[config.mk]
export PLATFORM = sky130hd
export DESIGN_NAME = cnn_frame_sequencer
export DESIGN_NICKNAME = d
export VERILOG_FILES = /design/src/rtl/cnn_pkg.sv /design/src/rtl/seq_timer.sv /design/src/rtl/cnn_frame_sequencer.sv
export SDC_FILE = /design/constraint.sdc
export NUM_CORES = 1
export LEC_CHECK = 0
export CORE_MARGIN = 5
export CORE_UTILIZATION = 49
export CTS_CLUSTER_DIAMETER = 200
export DETAILED_ROUTE_END_ITERATION = 6
export PLACE_DENSITY = 0.81
export SYNTH_ARGS = -nofsm -noshare
export SYNTH_HDL_FRONTEND = slang
export SYNTH_SLANG_ARGS = --single-unit
[constraint.sdc]
create_clock -name clk -period 2.6 [get_ports clk]
set_input_delay 0.52 -clock clk [delete_from_list [all_inputs] [get_ports clk]]
set_output_delay 0.52 -clock clk [all_outputs]
set_load 0.1 [all_outputs]
[src/rtl/cnn_pkg.sv]
// Shared definitions for the CNN frame sequencer: state codes and default timing parameters.
package cnn_pkg;

    localparam int TIMEOUT_CYC_DEF  = 200000;
    localparam int CLR_CYC_DEF      = 4;
    localparam int POOL2_PASSES_DEF = 4;

    typedef enum logic [2:0] {
        ST_IDLE  = 3'd0,
        ST_CLEAR = 3'd1,
        ST_INPUT = 3'd2,
        ST_CONV1 = 3'd3,
        ST_CONV2 = 3'd4,
        ST_FC    = 3'd5,
        ST_DONE  = 3'd6,
        ST_ERR   = 3'd7
    } seq_state_e;

    // States in which the pipeline runs and the stage watchdog applies.
    function automatic logic is_stage(input seq_state_e s);
        return (s == ST_INPUT) || (s == ST_CONV1) || (s == ST_CONV2) || (s == ST_FC);
    endfunction

endpackage

[src/rtl/seq_timer.sv]
// Per-state cycle timer: restarts on load, saturates at term and flags the terminal count.
module seq_timer #(
    parameter int W = 18
) (
    input  logic         clk,
    input  logic         rst_n,
    input  logic         load,
    input  logic [W-1:0] term,
    output logic         tc
);

    logic [W-1:0] cnt;

    always_ff @(posedge clk or negedge rst_n) begin
        if (!rst_n) begin
            cnt <= '0;
        end else if (load) begin
            cnt <= '0;
        end else if (cnt != term) begin
            cnt <= cnt + 1'b1;
        end
    end

    assign tc = (cnt == term);

endmodule

[src/rtl/cnn_frame_sequencer.sv]
// Frame-level controller for the CNN pipeline: clears, walks the stages, watches for
// stalled stages and reports each classification result.
module cnn_frame_sequencer
    import cnn_pkg::*;
#(
    parameter int TIMEOUT_CYC  = TIMEOUT_CYC_DEF,
    parameter int CLR_CYC      = CLR_CYC_DEF,
    parameter int POOL2_PASSES = POOL2_PASSES_DEF
) (
    input  logic        clk,
    input  logic        rst_n,
    input  logic        start,
    input  logic        abort,
    input  logic        input_vald,
    input  logic        pool1_end,
    input  logic        pool2_end,
    input  logic        fc_valid,
    input  logic [4:0]  fc_data,
    output logic        pipe_en,
    output logic        pipe_clr_n,
    output logic        busy,
    output logic        done,
    output logic [4:0]  result,
    output logic        timeout_err,
    output logic [2:0]  stage,
    output logic [15:0] frame_cnt
);

    localparam int TW = $clog2(((TIMEOUT_CYC > CLR_CYC) ? TIMEOUT_CYC : CLR_CYC) + 1);
    localparam int PW = $clog2(POOL2_PASSES + 1);
    localparam logic [TW-1:0] TO_TERM  = TW'(TIMEOUT_CYC - 1);
    localparam logic [TW-1:0] CLR_TERM = TW'(CLR_CYC - 1);
    localparam logic [PW-1:0] P2_LAST  = PW'(POOL2_PASSES - 1);

    seq_state_e    state;
    seq_state_e    nxt;
    logic [PW-1:0] p2_cnt;
    logic          to_hit;
    logic          tmr_tc;
    logic          tmr_load;
    logic [TW-1:0] tmr_term;

    // Priority: abort, then the stage's own event, then the watchdog.
    always_comb begin
        nxt    = state;
        to_hit = 1'b0;
        case (state)
            ST_IDLE:  if (start) nxt = ST_CLEAR;
            ST_CLEAR: if (tmr_tc) nxt = ST_INPUT;
            ST_INPUT: if (input_vald) nxt = ST_CONV1; else if (tmr_tc) to_hit = 1'b1;
            ST_CONV1: if (pool1_end) nxt = ST_CONV2; else if (tmr_tc) to_hit = 1'b1;
            ST_CONV2: if (pool2_end && (p2_cnt == P2_LAST)) nxt = ST_FC;
                      else if (tmr_tc) to_hit = 1'b1;
            ST_FC:    if (fc_valid) nxt = ST_DONE; else if (tmr_tc) to_hit = 1'b1;
            ST_DONE:  nxt = ST_IDLE;
            ST_ERR:   if (tmr_tc) nxt = ST_IDLE;
            default:  nxt = ST_IDLE;
        endcase
        if (to_hit) nxt = ST_ERR;
        if (abort && (state != ST_IDLE) && (state != ST_ERR) && (state != ST_DONE)) begin
            nxt    = ST_ERR;
            to_hit = 1'b0;
        end
    end

    assign tmr_load = (nxt != state);
    assign tmr_term = ((state == ST_CLEAR) || (state == ST_ERR)) ? CLR_TERM : TO_TERM;

    seq_timer #(.W(TW)) u_timer (
        .clk   (clk),
        .rst_n (rst_n),
        .load  (tmr_load),
        .term  (tmr_term),
        .tc    (tmr_tc)
    );

    // Outputs are registered from the next state so they line up with stage.
    always_ff @(posedge clk or negedge rst_n) begin
        if (!rst_n) begin
            state       <= ST_IDLE;
            pipe_en     <= 1'b0;
            pipe_clr_n  <= 1'b1;
            busy        <= 1'b0;
            done        <= 1'b0;
            result      <= '0;
            timeout_err <= 1'b0;
            frame_cnt   <= '0;
            p2_cnt      <= '0;
        end else begin
            state      <= nxt;
            pipe_en    <= is_stage(nxt);
            pipe_clr_n <= !((nxt == ST_CLEAR) || (nxt == ST_ERR));
            busy       <= (nxt != ST_IDLE);
            done       <= (nxt == ST_DONE);
            if ((state == ST_IDLE) && start) begin
                timeout_err <= 1'b0;
            end else if (to_hit) begin
                timeout_err <= 1'b1;
            end
            if ((state == ST_FC) && (nxt == ST_DONE)) begin
                result    <= fc_data;
                frame_cnt <= frame_cnt + 16'd1;
            end
            if ((nxt == ST_CONV2) && (state != ST_CONV2)) begin
                p2_cnt <= '0;
            end else if ((state == ST_CONV2) && pool2_end) begin
                p2_cnt <= p2_cnt + 1'b1;
            end
        end
    end

    assign stage = state;

endmodule

# Yosys cells after proc, flatten, opt, wreduce, memory -nomap -nowiden
# Index checks and enable logic that the tools add are counted.
totals:
  output_inout_bits: 29
  ff_bits: 50
classes:
  muxes: 24
  n_reduce_logical: 20
  eq_ne: 21
  add_sub_neg: 3
op_table:
  columns: ["op", "n"]
  rows:
  - ["$mux W18", 3]
  - ["$mux W3", 11]
  - ["$eq A3 B3 Y1 const B", 8]
  - ["$pmux W3 S8", 1]
  - ["$add A18 B1 Y18 const B", 1]
  - ["$eq A18 B18 Y1", 1]
  - ["$ne A18 B18 Y1", 1]
  - ["$add A16 B1 Y16 const B", 1]
  - ["$eq A3 B2 Y1 const B", 5]
  - ["$ne A3 B3 Y1 const B", 3]
  - ["$logic_and A1 B1 Y1", 8]
  - ["$mux W1", 8]
  - ["$eq A3 B1 Y1 const B", 2]
  - ["$reduce_bool A2 Y1", 3]
  - ["$reduce_bool A3 Y1", 2]
  - ["$logic_or A1 B1 Y1", 5]
  - ["$pmux W1 S4", 1]
  - ["$add A3 B1 Y3 const B", 1]
  - ["$logic_not A3 Y1", 1]
  - ["$ne A3 B3 Y1", 1]
  - ["$logic_not A1 Y1", 1]

# Longest topological paths before layout
depth:
  ltp_word: 13
  mapped_depth: 10
  ltp_nobuf: 8

# Cells and area by module
# A second synthesis with hierarchy kept.
unflattened:
  cells_unflattened: 311
  hier_area_um2: 3225.6
by_module_without_submodules:
  columns: ["mod", "cells_per_inst", "instances", "area_per_inst_um2", "seq_area_each_um2"]
  rows:
  - ["cnn_frame_sequencer", 163, 1, 1780.5, 802.0]
  - ["seq_timer", 148, 1, 1445.1, 450.4]

# Worst setup path after synthesis
# OpenSTA, ideal clock, no wires.
synth_timing:
  kind: "reg2reg"
  from: "register state[2] (netlist: stage[2])"
  to: "register u_timer.cnt[10]"
  setup_slack_ns: -0.479
  path_buffers: 2
  synth_period_minus_slack_ns: 3.079
  t_arrival_ns: 2.955
  stages_incl_launch_ff: 10
  t_required_ns: 2.475
  path_cell_list: "dfrtp_1 -> buf_2 -> xor2_1 -> o211ai_1 -> o32ai_2 -> nor2_1 -> a21o_1 -> a211oi_4 -> buf_2 -> nor3_1"
synth_between:
  elab_chain_cells: 11
synth_lines:
  columns: ["element", "line_no", "source"]
  rows:
  - ["start, declared", "cnn_frame_sequencer.sv:35", "seq_state_e state;"]
  - ["start signal, assigned", "cnn_frame_sequencer.sv:90", "state <= nxt;"]
  - ["$eq A3 B1 Y1 or $eq A3 B3 Y1 (tied branches)", "cnn_frame_sequencer.sv:47, cnn_frame_sequencer.sv:67", null]
  - ["$logic_or A1 B1 Y1", "cnn_frame_sequencer.sv:67", "assign tmr_term = ((state == ST_CLEAR) || (state == ST_ERR)) ? CLR_TERM : TO_TERM;"]
  - ["$mux W18", "cnn_frame_sequencer.sv:67", null]
  - ["$eq A18 B18 Y1", "seq_timer.sv:24", "assign tc = (cnt == term);"]
  - ["$mux W1", null, null]
  - ["$mux W1, on equally long branches", null, null]
  - ["$pmux W1 S4", "cnn_frame_sequencer.sv:47", "case (state)"]
  - ["$mux W3", "cnn_frame_sequencer.sv:59", "if (to_hit) nxt = ST_ERR;"]
  - ["$mux W3", "cnn_frame_sequencer.sv:60", "if (abort && (state != ST_IDLE) && (state != ST_ERR) && (state != ST_DONE)) begin"]
  - ["$ne A3 B3 Y1", "cnn_frame_sequencer.sv:66", "assign tmr_load = (nxt != state);"]
  - ["$mux W18 or $reduce_bool A2 Y1 (tied branches)", null, null]
  - ["end signal, assigned", "seq_timer.sv:20", "cnt <= cnt + 1'b1;"]
  - ["end, declared", "seq_timer.sv:12", "logic [W-1:0] cnt;"]
# Several ways; a longest one is shown, not always the timed one.
# A chain may end at the register's enable or synchronous reset.

# Final worst setup path
layout_timing:
  from: "register u_timer.cnt[0]"
  to: "register result[0]"
layout_between:
  elab_chain_cells: 8
layout_lines:
  columns: ["element", "line_no", "source"]
  rows:
  - ["$eq A18 B18 Y1 (*)", "seq_timer.sv:24", null]
  - ["$mux W1", null, null]
  - ["$mux W1, on equally long branches", null, null]
  - ["$pmux W1 S4", "cnn_frame_sequencer.sv:47", null]
  - ["$mux W3 (*)", "cnn_frame_sequencer.sv:59", null]
  - ["$mux W3 (*)", "cnn_frame_sequencer.sv:60", null]
  - ["$eq A3 B3 Y1 (*)", "cnn_frame_sequencer.sv:100", "if ((state == ST_FC) && (nxt == ST_DONE)) begin"]
  - ["$logic_and A1 B1 Y1 (*)", "cnn_frame_sequencer.sv:100", null]
  - ["end signal, assigned", "cnn_frame_sequencer.sv:101", "result <= fc_data;"]
  - ["end, declared", "cnn_frame_sequencer.sv:23", "output logic [4:0] result,"]
# Mark *: on every way between the ends. The rest lies on a longest branch, timed or not.

==> results.ini <==
[routing]
firstDrtPassIters=4
drtIter0Drc=206
vias_per_cell=5.70
wl_per_cell_um=16.2
ant_nets=0
vias=2478
drc=0
routed_wl_mm=7.04

[placement]
dp_hpwl_mm=4.95
dp_cells=422
gp_congestion=0.914
placed_area_um2=3540
io_buffers=41

[critical_path]
slowest_stage=dfrtp_1
crit_type=register to register
critPathMaxStageDelay_ns=0.36
crit_chain=ha_1 -> nor4b_4 -> nand3_2 -> buf_4 -> nor3_1 -> buf_4 -> a211oi_4 -> nor3b_4 -> buf_12 -> nor2_4 -> mux2_2
end_kind=register
path_common_cell=buf_4
setup.worst_path.start_class=register
crit_path_max_fanout=12
cp.required_ns=2.79
arrival_ns=2.67

[finish]
final_net_count=379
areaGrowthSynthToFinish_pct=31.7
mostFrequentLayoutCells=65 x buf_4, 46 x dfrtp_1, 29 x nor3_1
diodes=0
final_area_um2=3770
final_common_cell=buf_4
layout.cells.non_filler=435
layout-drive-gt1-share_pct=31.1

[global_routing]
grt.total_usage_pct=19.1
grt_start_max_net_pins=22
grt_pass1_vias=2510
antenna_found_initial=0
grt_pass1_wl_mm=11.6
grt.overflow.total=0

[sta]
fin_worst_skew_ns=0.0176
fmax_mhz=404
hold_viol=0
tns_ns=0
fin_crit_ns=2.48
slew_headroom_pct=57.3
period_share_pct=95.3
maxSlewViolCount=0
worst_pin_slew_ns=0.632
setup_viol=0

[clock_network]
cts.sinks=50
h-tree-depth=2
clockBufferDepth=2
clk_latency_ns=0.31
cts_tree=yes
path_clk_slew_ns=0.11
ctsHoldBuffers=0
root_buffer=clkbuf_8
numCtsBuffers=5

[yosys]
synth_nets=305
synth_top_cell_area_share_pct=42.8
synth_cells=288
synth_top_cell_by_area=dfrtp_1
netlist_area_um2=2870
synth_cell_types=50
synth_edf_count=0
synth-seq-cells=50
ys_warn_count=0
synthFlopType=dfrtp_1
postSynthAreaPerCell_um2=9.95
ys_seq_area_share_pct=43.7
ys_top_cells_by_area=dfrtp_1 43%, xor2_1 7.3%, nor3_1 5.4%
synthArstFlopShare_pct=100

[job]
maxCapViolations=0

[power]
p_per_area_nw_per_um2=1340
leakage_nw=1.68
peakVddDrop_mv=1.27

[die]
start_util_pct=51.1
die_area_um2=7480
num_rows=27
chipHeight_um=86.5
io_pins=42
core_um2=5610
die_width_um=86.5

[hold_path]
hold_path_class=input port to asynchronous set/reset pin

[status]
status=complete, no violations

[sequential cells by signal (all words and copies together) (netlist names), 3 cells and up]
name         flops
frame_cnt       16
p2_cnt           3
result           5
stage            3
u_timer.cnt     18
[logic make-up after synthesis]
family	Yosys count	share of synthesized area (%)
flip-flops	50	43.7
multiplexers	9	3.41
adder cells (fa/ha/maj)	4	1.75
buffers and inverters	19	3.36
AND/OR/NAND/NOR	139	27.9
XOR/XNOR	34	10.4
AO/OA/AOI/OAI	33	9.52
[critical path: cells and delay by family, from the launching register on]
kind                     cells  cell delay, ns
AND/OR/NAND/NOR              5            0.94
buffers and inverters        3            0.48
flip-flops                   1            0.36
multiplexers                 1            0.36
adder cells (fa/ha/maj)      1            0.19
AO/OA/AOI/OAI                1            0.04
[Yosys cell counts, drive strengths merged, types with 2 or more instances]
cell / instances
xnor2: 10
dfrtp: 49
nand4: 7
nor3: 31
nand2: 29
nand2b: 5
mux2: 6
nor2: 18
nor2b: 3
and3: 6
nand3: 17
mux2i: 3
nor4b: 5
a21o: 3
xor2: 24
o221ai: 2
a31oi: 3
a21oi: 6
nor3b: 2
and4: 3
ha: 4
nor4: 8
buf: 8
o21ai: 5
o32ai: 2
a211oi: 4
o31a: 2
clkbuf: 6
inv: 5
[metrics by stage]
step           utilization [%]  setup slack [ns]  hold slack, ns  power [mW]
3_5_place_dp              63.1            -0.196           0.473        4.28
4_1_cts                   65.5           0.00689           0.150        4.90
3_3_place_gp              63.1           -0.0996           0.459        4.20
5_1_grt                   67.3           -0.0203           0.183        5.36
2_1_floorplan                -           0.00469           0.224        3.43
6_report                  67.3             0.122           0.144        5.07
[timing repair]
item	4_1_cts	5_1_grt
resized for setup	3	12
gates cloned	0	1
buffers inserted	1	3
pin swaps	1	4
setup endpoints to repair	19	38
[worst paths after layout]
kind                                             from  cells after the start  slack [ns]                   endpoint
setup / recovery           u_timer.cnt[0]$_DFFE_PN0P_                     11        0.12      result[0]$_DFFE_PN0P_
hold / removal                                  rst_n                      1        0.14   frame_cnt[2]$_DFFE_PN0P_
setup reg to reg           u_timer.cnt[0]$_DFFE_PN0P_                     11        0.12      result[0]$_DFFE_PN0P_
hold reg to reg             frame_cnt[15]$_DFFE_PN0P_                      1        0.49  frame_cnt[15]$_DFFE_PN0P_
max in group asynchronous                       rst_n                      2        1.81       pipe_clr_n$_DFF_PN1_
min in group clk            frame_cnt[15]$_DFFE_PN0P_                      1        0.49  frame_cnt[15]$_DFFE_PN0P_
[layer usage]
metal	up-vias	track usage, %	part of all wire (%)
li1	1182	-	-
met1	1207	25.4	42
met2	82	31.2	51
met3	7	3.52	5.4
met4	0	6.52	1.5
met5	-	0	0
[area by class of cell]
cell class                      count  area, um^2
Inverter                            5        18.8
Fill cell                         459        1830
Sequential cell                    50        1260
Multi-Input combinational cell    220        1620
Tap cell                           72        90.1
Clock buffer                        5        68.8
Timing Repair Buffer               80         663
Clock inverter                      3        48.8
[power by group]
group	switching (mW)	leakage, nW	internal, mW
combinational	2.16	0.967	1.18
sequential	0.186	0.655	0.966
clock	0.283	0.0563	0.293
Power figures use the tool's default switching activity.
